<file path="src/rtl/fm_discriminator_pkg.sv">
// Shared constants and state type for the FM/GFSK discriminator datapath.
// Default widths match the transmit VCO so IQ_BIT_WIDTH stays consistent.
package fm_discriminator_pkg;

  localparam int DEFAULT_IQ_BIT_WIDTH   = 8;
  localparam int DEFAULT_DISC_BIT_WIDTH = 16;

  typedef enum logic [0:0] {
    ST_IDLE   = 1'b0,
    ST_ACTIVE = 1'b1
  } disc_state_e;

endpackage

</file>
<file path="src/rtl/fm_discriminator_iq_cross_mult.sv">
// Registered pair of signed multiplies forming the two halves of a conjugate
// cross product (cur_q*ref_i and cur_i*ref_q), with valid/last tags alongside.
module iq_cross_mult
  import fm_discriminator_pkg::*;
#(
  parameter int IQ_BIT_WIDTH = DEFAULT_IQ_BIT_WIDTH
) (
  input  logic                            clk,
  input  logic                            rst_n,
  input  logic                            in_valid,
  input  logic                            in_last,
  input  logic signed [IQ_BIT_WIDTH-1:0]  cur_i,
  input  logic signed [IQ_BIT_WIDTH-1:0]  cur_q,
  input  logic signed [IQ_BIT_WIDTH-1:0]  ref_i,
  input  logic signed [IQ_BIT_WIDTH-1:0]  ref_q,
  output logic signed [2*IQ_BIT_WIDTH-1:0] prod_cur_q_ref_i,
  output logic signed [2*IQ_BIT_WIDTH-1:0] prod_cur_i_ref_q,
  output logic                            out_valid,
  output logic                            out_last
);

  localparam int PROD_W = 2 * IQ_BIT_WIDTH;

  logic signed [PROD_W-1:0] prod_a_d, prod_a_q;
  logic signed [PROD_W-1:0] prod_b_d, prod_b_q;
  logic                     valid_d, valid_q;
  logic                     last_d, last_q;

  // Products only update on a strobe so the downstream subtractor stays quiet.
  always_comb begin
    prod_a_d = prod_a_q;
    prod_b_d = prod_b_q;
    valid_d  = in_valid;
    last_d   = in_valid & in_last;
    if (in_valid) begin
      prod_a_d = cur_q * ref_i;
      prod_b_d = cur_i * ref_q;
    end
  end

  always_ff @(posedge clk) begin
    if (!rst_n) begin
      prod_a_q <= '0;
      prod_b_q <= '0;
      valid_q  <= 1'b0;
      last_q   <= 1'b0;
    end else begin
      prod_a_q <= prod_a_d;
      prod_b_q <= prod_b_d;
      valid_q  <= valid_d;
      last_q   <= last_d;
    end
  end

  assign prod_cur_q_ref_i = prod_a_q;
  assign prod_cur_i_ref_q = prod_b_q;
  assign out_valid        = valid_q;
  assign out_last         = last_q;

endmodule

</file>
<file path="src/rtl/fm_discriminator.sv">
// Baseband FM/GFSK discriminator: per-sample phase increment from the conjugate
// cross product of consecutive I/Q samples, saturated and hard-sliced.
module fm_discriminator
  import fm_discriminator_pkg::*;
#(
  parameter int IQ_BIT_WIDTH   = DEFAULT_IQ_BIT_WIDTH,
  parameter int DISC_BIT_WIDTH = DEFAULT_DISC_BIT_WIDTH
) (
  input  logic                             clk,
  input  logic                             rst_n,
  input  logic signed [IQ_BIT_WIDTH-1:0]   i_in,
  input  logic signed [IQ_BIT_WIDTH-1:0]   q_in,
  input  logic                             iq_valid,
  input  logic                             iq_valid_last,
  output logic signed [DISC_BIT_WIDTH-1:0] disc_out,
  output logic                             bit_out,
  output logic                             disc_valid,
  output logic                             disc_valid_last
);

  localparam int PROD_W = 2 * IQ_BIT_WIDTH;
  localparam int FULL_W = 2 * IQ_BIT_WIDTH + 1;

  localparam logic signed [FULL_W-1:0] SAT_MAX =
    {{(FULL_W-DISC_BIT_WIDTH+1){1'b0}}, {(DISC_BIT_WIDTH-1){1'b1}}};
  localparam logic signed [FULL_W-1:0] SAT_MIN =
    {{(FULL_W-DISC_BIT_WIDTH+1){1'b1}}, {(DISC_BIT_WIDTH-1){1'b0}}};

  // Clamp to the output range; the low bits of SAT_MAX/SAT_MIN are the rails.
  function automatic logic signed [DISC_BIT_WIDTH-1:0] saturate(
    input logic signed [FULL_W-1:0] x
  );
    logic signed [FULL_W-1:0] clamped;
    clamped = x;
    if (x > SAT_MAX) clamped = SAT_MAX;
    else if (x < SAT_MIN) clamped = SAT_MIN;
    return clamped[DISC_BIT_WIDTH-1:0];
  endfunction

  disc_state_e state_d, state_q;
  logic signed [IQ_BIT_WIDTH-1:0] prev_i_d, prev_i_q;
  logic signed [IQ_BIT_WIDTH-1:0] prev_q_d, prev_q_q;

  logic                           mult_valid;
  logic                           mult_last;
  logic signed [IQ_BIT_WIDTH-1:0] mult_ref_i;
  logic signed [IQ_BIT_WIDTH-1:0] mult_ref_q;

  logic signed [PROD_W-1:0] prod_a;
  logic signed [PROD_W-1:0] prod_b;
  logic                     s1_valid;
  logic                     s1_last;

  logic signed [FULL_W-1:0]         diff;
  logic signed [DISC_BIT_WIDTH-1:0] sat_val;

  logic signed [DISC_BIT_WIDTH-1:0] disc_d, disc_q;
  logic                             bit_d, bit_q;
  logic                             valid_d, valid_q;
  logic                             last_d, last_q;

  // A lone sample in IDLE is crossed against zero so its output is exactly 0.
  always_comb begin
    state_d    = state_q;
    prev_i_d   = prev_i_q;
    prev_q_d   = prev_q_q;
    mult_valid = 1'b0;
    mult_last  = 1'b0;
    mult_ref_i = prev_i_q;
    mult_ref_q = prev_q_q;
    if (iq_valid) begin
      prev_i_d  = i_in;
      prev_q_d  = q_in;
      mult_last = iq_valid_last;
      case (state_q)
        ST_IDLE: begin
          if (iq_valid_last) begin
            mult_valid = 1'b1;
            mult_ref_i = '0;
            mult_ref_q = '0;
          end else begin
            state_d = ST_ACTIVE;
          end
        end
        ST_ACTIVE: begin
          mult_valid = 1'b1;
          if (iq_valid_last) state_d = ST_IDLE;
        end
        default: state_d = ST_IDLE;
      endcase
    end
  end

  always_ff @(posedge clk) begin
    if (!rst_n) begin
      state_q  <= ST_IDLE;
      prev_i_q <= '0;
      prev_q_q <= '0;
    end else begin
      state_q  <= state_d;
      prev_i_q <= prev_i_d;
      prev_q_q <= prev_q_d;
    end
  end

  iq_cross_mult #(
    .IQ_BIT_WIDTH(IQ_BIT_WIDTH)
  ) u_cross_mult (
    .clk              (clk),
    .rst_n            (rst_n),
    .in_valid         (mult_valid),
    .in_last          (mult_last),
    .cur_i            (i_in),
    .cur_q            (q_in),
    .ref_i            (mult_ref_i),
    .ref_q            (mult_ref_q),
    .prod_cur_q_ref_i (prod_a),
    .prod_cur_i_ref_q (prod_b),
    .out_valid        (s1_valid),
    .out_last         (s1_last)
  );

  // Output stage holds the last decision between strobes.
  always_comb begin
    diff    = {prod_a[PROD_W-1], prod_a} - {prod_b[PROD_W-1], prod_b};
    sat_val = saturate(diff);
    disc_d  = disc_q;
    bit_d   = bit_q;
    valid_d = s1_valid;
    last_d  = s1_valid & s1_last;
    if (s1_valid) begin
      disc_d = sat_val;
      bit_d  = (sat_val != '0) && !sat_val[DISC_BIT_WIDTH-1];
    end
  end

  always_ff @(posedge clk) begin
    if (!rst_n) begin
      disc_q  <= '0;
      bit_q   <= 1'b0;
      valid_q <= 1'b0;
      last_q  <= 1'b0;
    end else begin
      disc_q  <= disc_d;
      bit_q   <= bit_d;
      valid_q <= valid_d;
      last_q  <= last_d;
    end
  end

  assign disc_out        = disc_q;
  assign bit_out         = bit_q;
  assign disc_valid      = valid_q;
  assign disc_valid_last = last_q;

endmodule
</file>
<file path="config.mk">
export PLATFORM = sky130hd
export DESIGN_NAME = fm_discriminator
export DESIGN_NICKNAME = d
export VERILOG_FILES = /design/src/rtl/fm_discriminator_pkg.sv /design/src/rtl/fm_discriminator_iq_cross_mult.sv /design/src/rtl/fm_discriminator.sv
export SDC_FILE = /design/constraint.sdc
export NUM_CORES = 1
export LEC_CHECK = 0
export CAP_MARGIN = 20
export CORE_MARGIN = 4
export CORE_UTILIZATION = 30
export DETAILED_ROUTE_END_ITERATION = 12
export GPL_TIMING_DRIVEN = 0
export SYNTH_ARGS = -nofsm -noshare
export SYNTH_HDL_FRONTEND = slang
export SYNTH_SLANG_ARGS = --single-unit
</file>
<file path="constraint.sdc">
create_clock -name clk -period 6.52 [get_ports clk]
set_input_delay 1.304 -clock clk [delete_from_list [all_inputs] [get_ports clk]]
set_output_delay 1.304 -clock clk [all_outputs]
set_load 0.03 [all_outputs]
</file>
## After elaboration in Yosys (flattened, before gate mapping)

Cells that the tools add are included.

| storage, ports and cells | value |
|---|---|
| memories | 0 |
| ROM bits | 0 |
| latch bits | 0 |
| register bits after elaboration | 70 |
| RAM bits | 0 |
| word-level logic and storage cells | 35 |

| cells by class | value |
|---|---|
| $add $sub $neg | 1 |
| multiplexer cells | 13 |
| divide/modulo/power cells | 0 |
| shifts and indexed selects | 0 |
| reductions and logical operators | 3 |
| order comparisons | 2 |
| bitwise logic cells | 3 |
| eq/ne operators | 0 |
| multiply operators | 2 |

Operator list:

| kind | number |
|---|---|
| $mux W8 | 6 |
| $mul A8 B8 Y16 | 2 |
| $mux W16 | 2 |
| $gt A17 B16 Y1 const B | 1 |
| $lt A17 B16 Y1 const B | 1 |
| $sub A16 B16 Y17 | 1 |
| $reduce_bool A16 Y1 | 1 |
| $mux W1 | 4 |
| $and A1 B1 Y1 | 2 |
| $pmux W1 S2 | 1 |
| $logic_and A1 B1 Y1 | 1 |
| $logic_not A1 Y1 | 1 |
| $not A1 Y1 | 1 |

## Longest topological paths before layout

Gate-level depths: netlist of run 1.

| depth | value |
|---|---|
| depth in word-level cells | 6 |
| gate-level depth with buffers | 24 |
| mapped depth without buffers | 21 |

## Hierarchy

Synthesis of run 1 repeated with hierarchy kept, for this count alone.

| unflattened totals | value |
|---|---|
| cell total of the unflattened synthesis | 988 |
| area, all modules | 8580.7 um^2 |

By module, submodules not included:

| module | instances | area each (um^2) | cells an instance |
|---|---|---|---|
| iq_cross_mult | 1 | 6154.7 | 685 |
| fm_discriminator | 1 | 2426.1 | 303 |

## Least setup slack after synthesis of run 1

Ideal clock, no wire load.

| timing path | value |
|---|---|
| path kind | in2reg |
| start point | in iq_valid |
| end point | reg u_cross_mult.prod_b_q[14] (netlist: u_cross_mult.prod_cur_i_ref_q[14]) |
| data required time | 6405 ps |
| path buffers | 3 |
| data arrival time | 6236 ps |
| stages on the path | 21 |
| setup time | 115 ps |
| setup slack | 169 ps |
| cells stage by stage | clkbuf_1 -> nand2_1 -> or2_2 -> clkbuf_1 -> clkbuf_1 -> and3_1 -> fa_1 -> fa_1 -> inv_1 -> fa_1 -> fa_1 -> inv_1 -> ha_1 -> a21o_1 -> a21oi_1 -> o21bai_1 -> a2111oi_0 -> o311ai_1 -> xnor2_1 -> o21ai_1 -> and2_1 |

| on the way | value |
|---|---|
| longest elaborated chain between the ends | 2 |
| elaborated cells between the ends (all ways) | 3 |
| those cells by class | 1 x mul; 2 x mux |

Ends and longest elaborated chain:

| item | RTL line | RTL |
|---|---|---|
| from (decl) | fm_discriminator.sv:13 | `input logic iq_valid,` |
| $mux W8 | fm_discriminator.sv:71 | `if (iq_valid) begin` |
| $mul A8 B8 Y16 | fm_discriminator_iq_cross_mult.sv:37 | `prod_b_d = cur_i * ref_q;` |
| to (signal assigned) | fm_discriminator_iq_cross_mult.sv:49 | `prod_b_q <= prod_b_d;` |
| to (decl) | fm_discriminator_iq_cross_mult.sv:25 | `logic signed [PROD_W-1:0] prod_b_d, prod_b_q;` |

Several ways; a longest one is shown, not always the timed one.
A chain may end at the register's enable or synchronous reset.

## Final worst setup path of run 1

| timing path | value |
|---|---|
| start point | in iq_valid_last |
| end point | reg u_cross_mult.prod_a_q[14] (netlist: u_cross_mult.prod_cur_q_ref_i[14]) |

| on the way | value |
|---|---|
| longest elaborated chain between the ends | 4 |
| elaborated cells between the ends (all ways) | 7 |
| those cells by class | 1 x mul; 6 x mux |

Ends and longest elaborated chain:

| item | RTL line | RTL |
|---|---|---|
| from (decl) | fm_discriminator.sv:14 | `input logic iq_valid_last,` |
| $mux W8 | fm_discriminator.sv:77 | `if (iq_valid_last) begin` |
| $mux W8 | fm_discriminator.sv:75 | `case (state_q)` |
| $mux W8 | fm_discriminator.sv:71 |  |
| $mul A8 B8 Y16 | fm_discriminator_iq_cross_mult.sv:36 | `prod_a_d = cur_q * ref_i;` |
| to (signal assigned) | fm_discriminator_iq_cross_mult.sv:48 | `prod_a_q <= prod_a_d;` |
| to (decl) | fm_discriminator_iq_cross_mult.sv:24 | `logic signed [PROD_W-1:0] prod_a_d, prod_a_q;` |

Several ways; a longest one is shown, not always the timed one.

==> impl_metrics.py, run 1 <==
metrics = {
    "outcome": {
        "status": "finished clean",
    },
    "critical_path": {
        "worst-setup-path-type": "in2reg",
        "crit_path_top_delay_cell": "fa_1",
        "arrival_ps": 6530,
        "crit_chain": "clkdlybuf4s15_2 > nand2_1 > or2_2 > clkbuf_4 > buf_4 > and3_1 > fa_1 > inv_1 > fa_1 > inv_1 > fa_1 > inv_1 > fa_1 > inv_1 > ha_2 > a21oi_2 > o21bai_1 > a2111o_1 > a311oi_2 > xor2_1 > o21ai_1 > and2_1",
        "critPathMaxFanout": 10,
        "cp-start-kind": "primary input",
        "cpPeakStageDelay_ps": 530,
        "cp-end-kind": "flop",
        "crit_buf_inv": 7,
        "r2r_cells": 20,
        "crit_required_ps": 6760,
        "cp.depth": 22,
        "critPathTopFamily": "adder cells",
    },
    "timing": {
        "clock_skew_ps": 8.65,
        "clock.fmax_mhz": 159,
        "finalSetupViolations": 0,
        "relSlewSlack_pct": 38.1,
        "tightest_slew_ps": 927,
        "min_period_ps": 6290,
        "fin_tns_setup_ps": 0,
        "drv_slew": 0,
        "holdWs_ps": 452,
        "hold_viol": 0,
        "timing.final.crit_share_pct": 96.5,
    },
    "final_layout": {
        "multi_input_area_um2": 6390,
        "final_nets": 1233,
        "mostFrequentLayoutCell": "inv_1",
        "diodes": 0,
        "n_fill_cell": 2891,
        "seq_area_um2": 1400,
        "final_cell_mix": "178 x inv_1, 110 x fa_1, 88 x and3_1",
        "final_layout_size_suffix_gt1_share_pct": 6.87,
        "syn_to_final_growth_pct": 16.2,
    },
    "placed_design": {
        "io_buffers": 36,
        "dp_hpwl_mm": 16.9,
        "gp_congestion": 0.821,
    },
    "grt": {
        "overflow": 0,
        "grt_pass1_wl_mm": 35.1,
        "grt_pass1_vias": 6827,
        "grt_max_degree": 14,
        "antenna_found_initial": 1,
        "grt_usage_pct": 13.9,
    },
    "die": {
        "start_util_pct": 30.4,
        "fp.dieArea_um2": 31000,
        "die_h_um": 176,
        "die_x_um": 176,
        "coreArea_um2": 27900,
        "num_io_pins": 39,
        "rows": 61,
    },
    "drt": {
        "drcViolationCount": 0,
        "drt_iter0_drc": 366,
        "wl_per_cell_um": 14.7,
        "routed_wl_mm": 20.7,
        "antenna_left": 0,
        "vias_per_cell": 4.74,
        "drtPass1Iterations": 5,
        "num_vias": 6693,
    },
    "synthesis": {
        "synth-edff-count": 0,
        "ys_seq_area_share_pct": 16.5,
        "syn_area_um2": 8480,
        "synth_top_area_share_pct": 26.2,
        "synth-async-reset-ratio_pct": 0,
        "postSynthAreaPerCell_um2": 8.66,
        "ys_types": 59,
        "synth_flop_cell": "dfxtp_1",
        "ys_ff_latch": 70,
        "syn_nets": 1184,
        "yosys-top-cells-area": "fa_1 26%, dfxtp_1 17%, ha_1 11%",
        "synth_warnings": 0,
        "yosysTopAreaCell": "fa_1",
        "syn_inst": 979,
    },
    "clock_network": {
        "clk_pin_slew_ps": 60,
        "clock_sinks": 70,
        "clk_latency_ps": 350,
        "htreeDepth": 3,
        "cts_tree": "yes",
        "cts_buffer_depth": 2,
        "cts_root_buf": "clkbuf_16",
        "cts_buffers": 9,
    },
    "power": {
        "pwr-share-clk_pct": 26.3,
        "p_seq_share_pct": 22.2,
        "leakagePower_nw": 4.76,
        "power-per-cell-area_nw_per_um2": 227,
        "p_comb_share_pct": 51.5,
        "ir_worst_vdd_mv": 0.119,
        "p_int_mw": 1.33,
        "power_switching_mw": 0.910,
        "switching_share_pct": 40.7,
    },
    "worst_hold_path": {
        "hp-class": "reg2reg",
        "min_path_cells": 2,
    },
    "job": {
        "drv_cap": 0,
    },
}
-- state kept, by name, summed over array words and instances (netlist names) --
signal,flops
state_q,1
u_cross_mult.prod_cur_q_ref_i,16
u_cross_mult.prod_cur_i_ref_q,16
disc_out,16
u_cross_mult.out_last,1
u_cross_mult.out_valid,1
prev_q_q,8
bit_out,1
disc_valid_last,1
prev_i_q,8
disc_valid,1
-- metal layers --
layer | track usage, % | share of wire (%) | vias to the layer above
met2 | 22.2 | 46 | 126
li1 | - | - | 3291
met5 | 0 | 0 | -
met1 | 19.5 | 48 | 3256
met4 | 3.87 | 2.3 | 0
met3 | 2.31 | 4.3 | 20
-- worst register-to-register path: cells and delay by family, from the launching register on --
family,cells,cell delay (ps)
compound gates,5,1140
xor+xnor,1,300
fa+ha+maj,5,2100
buf+inv,5,730
flops,1,420
simple gates,4,620
-- timing repair --
action	4_1_cts	5_1_grt
setup endpoints to repair	11	7
buffers inserted	0	2
gates resized for setup	29	18
hold buffers	0	0
pin swaps	4	10
hold endpoints to repair	0	0
-- power by group through the flow --
stage	combinational, mW	clock, mW	sequential [mW]
after detailed placement	1.11	0	0.505
after global placement	1.10	0	0.505
after floorplan	0.807	0	0.517
after global routing	1.30	0.617	0.502
final	1.15	0.588	0.497
after CTS	1.14	0.599	0.496
-- cell type report --
type,count,area share (%)
clock buffer,10,2.43
sequential,70,14.2
buffer,39,1.82
timing repair buffer,38,3.82
inverter,178,6.79
multi-input combinational,692,64.9
tap,378,4.80
clock inverter,6,1.18
-- final timing paths --
check                                                        from                                end  slack [ps]
worst max-delay path                                iq_valid_last  u_cross_mult.prod_cur_q_ref_i[14]         230
worst min-delay path            u_cross_mult.prod_cur_i_ref_q[12]  u_cross_mult.prod_cur_i_ref_q[12]         450
worst max register to register                            state_q  u_cross_mult.prod_cur_i_ref_q[11]        1100
worst min register to register  u_cross_mult.prod_cur_i_ref_q[12]  u_cross_mult.prod_cur_i_ref_q[12]         450
-- cells by family (layout without fill, tap and decap cells) --
group / after synthesis / in the layout / share of synthesized area (%)
compound gates: 147 / 147 / 11.1
xor+xnor: 44 / 44 / 4.64
fa+ha+maj: 190 / 190 / 37.8
buf+inv: 217 / 271 / 9.71
flops: 70 / 70 / 16.5
mux: 18 / 18 / 2.13
simple gates: 293 / 293 / 18.1
-- through the flow --
step           area, µm²  total power [mW]  std cells  util (%)  worst slack, ps
3_5_place_dp        9310              1.62       1393      33.4            -1230
5_1_grt             9850              2.42       1411      35.3            -21.9
2_1_floorplan       8480              1.32        979         -              169
3_3_place_gp        9310              1.61       1393      33.4            -1220
6_report            9850              2.23       1411      35.3              227
4_1_cts             9750              2.24       1409      35.0             38.0
-- cell usage after synthesis, types with 2 or more instances --
| library cell | number |
|---|---|
| a2111oi_0 | 3 |
| a21boi_0 | 12 |
| a21o_1 | 7 |
| a21oi_1 | 45 |
| a311oi_1 | 3 |
| and2_1 | 18 |
| and3_1 | 88 |
| buf_1 | 5 |
| buf_2 | 4 |
| clkbuf_1 | 29 |
| dfxtp_1 | 70 |
| fa_1 | 111 |
| ha_1 | 74 |
| inv_1 | 178 |
| maj3_1 | 2 |
| maj3_2 | 3 |
| mux2i_1 | 18 |
| nand2_1 | 68 |
| nand2b_1 | 4 |
| nand3_1 | 36 |
| nand3b_1 | 2 |
| nand4_1 | 4 |
| nor2_1 | 32 |
| nor2b_1 | 17 |
| nor3_1 | 8 |
| nor4_1 | 3 |
| o211a_1 | 2 |
| o211ai_1 | 2 |
| o21a_1 | 5 |
| o21ai_0 | 41 |
| o21ai_1 | 5 |
| o21ai_2 | 2 |
| o21bai_1 | 3 |
| o311ai_2 | 2 |
| o41a_1 | 2 |
| or2_1 | 2 |
| or2_2 | 5 |
| or3_1 | 2 |
| xnor2_1 | 29 |
| xor2_1 | 14 |
Power figures use the tool's default switching activity.
==> run 2, diff against run 1 <==
- CAP_MARGIN: 20 -> 0
- clock period: 6.52 -> 6.1 ns (I/O delays scaled with it)
==> run 2 against run 1 <==
Hold slack better by 12 ps. Die area stayed put. Utilization rose by 0.13 points. Critical path type unchanged. Critical endpoint unchanged. Largest cell class unchanged.
==> impl_metrics.py, run 2 (synthesis gave the netlist of run 1 again) <==
metrics = {
    "outcome": {
        "status": "finished clean",
    },
    "clock_network": {
        "cts_buffer_depth": 2,
        "clk_pin_slew_ps": 60,
        "cts_tree": "yes",
        "cts_root_buf": "clkbuf_16",
        "cts_buffers": 9,
        "ctsHoldBuffers": 0,
        "clk_latency_ps": 330,
        "htreeDepth": 3,
        "clock_sinks": 70,
    },
    "critical_path": {
        "crit_required_ps": 6320,
        "cp-end-kind": "flop",
        "worst-setup-path-type": "in2reg",
        "critPathMaxFanout": 10,
        "cp-start-kind": "primary input",
        "arrival_ps": 6140,
    },
    "power": {
        "power_switching_mw": 0.959,
        "leakagePower_nw": 4.75,
        "ir_worst_vdd_mv": 0.111,
        "p_seq_share_pct": 23.5,
        "p_int_mw": 1.30,
        "p_comb_share_pct": 55.0,
        "pwr-share-clk_pct": 21.5,
        "power-per-cell-area_nw_per_um2": 229,
        "p_total_mw": 2.26,
        "switching_share_pct": 42.4,
    },
    "grt": {
        "grtUsageMet3_pct": 1.78,
        "grt_max_degree": 13,
        "met2_usage_pct": 23.0,
        "grt_usage_pct": 13.9,
        "grt_pass1_wl_mm": 35.3,
        "grt_pass1_vias": 6876,
        "busiest_layer": "met2",
        "antenna_found_initial": 2,
        "overflow": 0,
        "use_met1_pct": 19.6,
    },
    "placed_design": {
        "place_ws_ps": -1380,
        "dp.cells": 1393,
        "io_buffers": 36,
        "gp_congestion": 0.805,
        "placed_area_um2": 9330,
        "dp_hpwl_mm": 17.1,
    },
    "timing": {
        "rsz0062_at_grt": "true",
        "hold_viol": 0,
        "clock.fmax_mhz": 169,
        "tightest_slew_ps": 846,
        "relSlewSlack_pct": 43.4,
        "fin_ws_ps": 177,
        "drv_slew": 0,
        "timing.final.crit_share_pct": 97.1,
        "finalSetupViolations": 0,
        "clock_skew_ps": 9.20,
        "holdWs_ps": 464,
        "min_period_ps": 5920,
        "fin_tns_setup_ps": 0,
    },
    "drt": {
        "antenna_left": 0,
        "num_vias": 6797,
        "drtPass1Iterations": 5,
        "wl_per_cell_um": 14.7,
        "routed_wl_mm": 20.8,
        "drt_iter0_drc": 385,
        "vias_per_cell": 4.81,
        "drcViolationCount": 0,
    },
    "final_layout": {
        "n_fill_cell": 2870,
        "final_layout_size_suffix_gt1_share_pct": 7.94,
        "mostFrequentLayoutCell": "inv_1",
        "final_cell_area_um2": 9880,
        "final_nets": 1233,
        "layoutNonFillerInstCount": 1412,
        "syn_to_final_growth_pct": 16.6,
        "fin_util_pct": 35.5,
        "final_cell_mix": "177 x inv_1, 109 x fa_1, 86 x and3_1",
    },
    "die": {
        "rows": 61,
        "start_util_pct": 30.4,
        "fp.dieArea_um2": 31000,
        "coreArea_um2": 27900,
        "die_h_um": 176,
        "die_x_um": 176,
        "num_io_pins": 39,
    },
    "job": {
        "drv_cap": 0,
    },
    "worst_hold_path": {
        "hp-class": "reg2reg",
    },
}
==> run 2: cell count changes in the layout (fill, tap and decap cells not counted), sizes merged <==
| cell | change |
|---|---|
| bufinv | -3 |
| buf | +2 |
| clkinvlp | +2 |
| clkdlybuf4s15 | -1 |
| clkdlybuf4s50 | -1 |
| diode | +1 |
| dlymetal6s2s | +1 |
==> run 2: power by group through the flow <==
| stage | logic (mW) | registers (mW) | clock network, mW |
|---|---|---|---|
| global placement | 1.18 | 0.540 | 0 |
| global route | 1.41 | 0.538 | 0.517 |
| floorplan | 0.867 | 0.552 | 0 |
| finish | 1.24 | 0.532 | 0.486 |
| CTS | 1.24 | 0.531 | 0.492 |
| detailed placement | 1.20 | 0.541 | 0 |
==> run 2: final timing paths <==
path	depth (start not counted)	to	slack (ps)	start
worst min register to register	1	disc_valid_last	460	u_cross_mult.out_last
worst min-delay path	1	disc_valid_last	460	u_cross_mult.out_last
worst max register to register	20	u_cross_mult.prod_cur_i_ref_q[15]	830	state_q
worst max-delay path	22	u_cross_mult.prod_cur_q_ref_i[14]	180	iq_valid_last
==> run 2: final cells by class <==
cell class / instances / area, µm² / share of cell area [%]
Multi-Input combinational cell: 692 / 6470 / 65.4
Sequential cell: 70 / 1400 / 14.2
Inverter: 178 / 668 / 6.76
Tap cell: 378 / 473 / 4.79
Timing Repair Buffer: 38 / 375 / 3.80
Clock buffer: 11 / 243 / 2.46
Buffer: 39 / 220 / 2.23
Clock inverter: 5 / 33.8 / 0.342
Antenna cell: 1 / 2.50 / 0.0253
==> run 2: timing repair <==
item / 4_1_cts / 5_1_grt
pin swaps: 10 / 10
gates resized for setup: 39 / 28
setup buffers: 1 / 1
setup endpoints to repair: 15 / 10
cloned: 0 / 0
==> run 2: worst max-delay path: stages <==
cell	delay [ps]
clkbuf_4	140
nand2_2	60
or2_4	260
buf_8	150
clkbuf_8	170
and3_4	190
fa_1	520
inv_1	60
fa_1	530
inv_1	50
fa_1	480
inv_1	50
fa_1	470
inv_1	60
ha_4	240
a21oi_4	130
o21bai_1	90
a2111o_1	460
a311oi_2	300
xor2_1	260
o21ai_1	80
and2_1	170
==> run 2: metal layers <==
layer  vias up  routed length (µm)
met5         -                   0
met4         0                 169
met3         9                 975
met2       158                9890
met1      3348                9740
li1       3282                   -
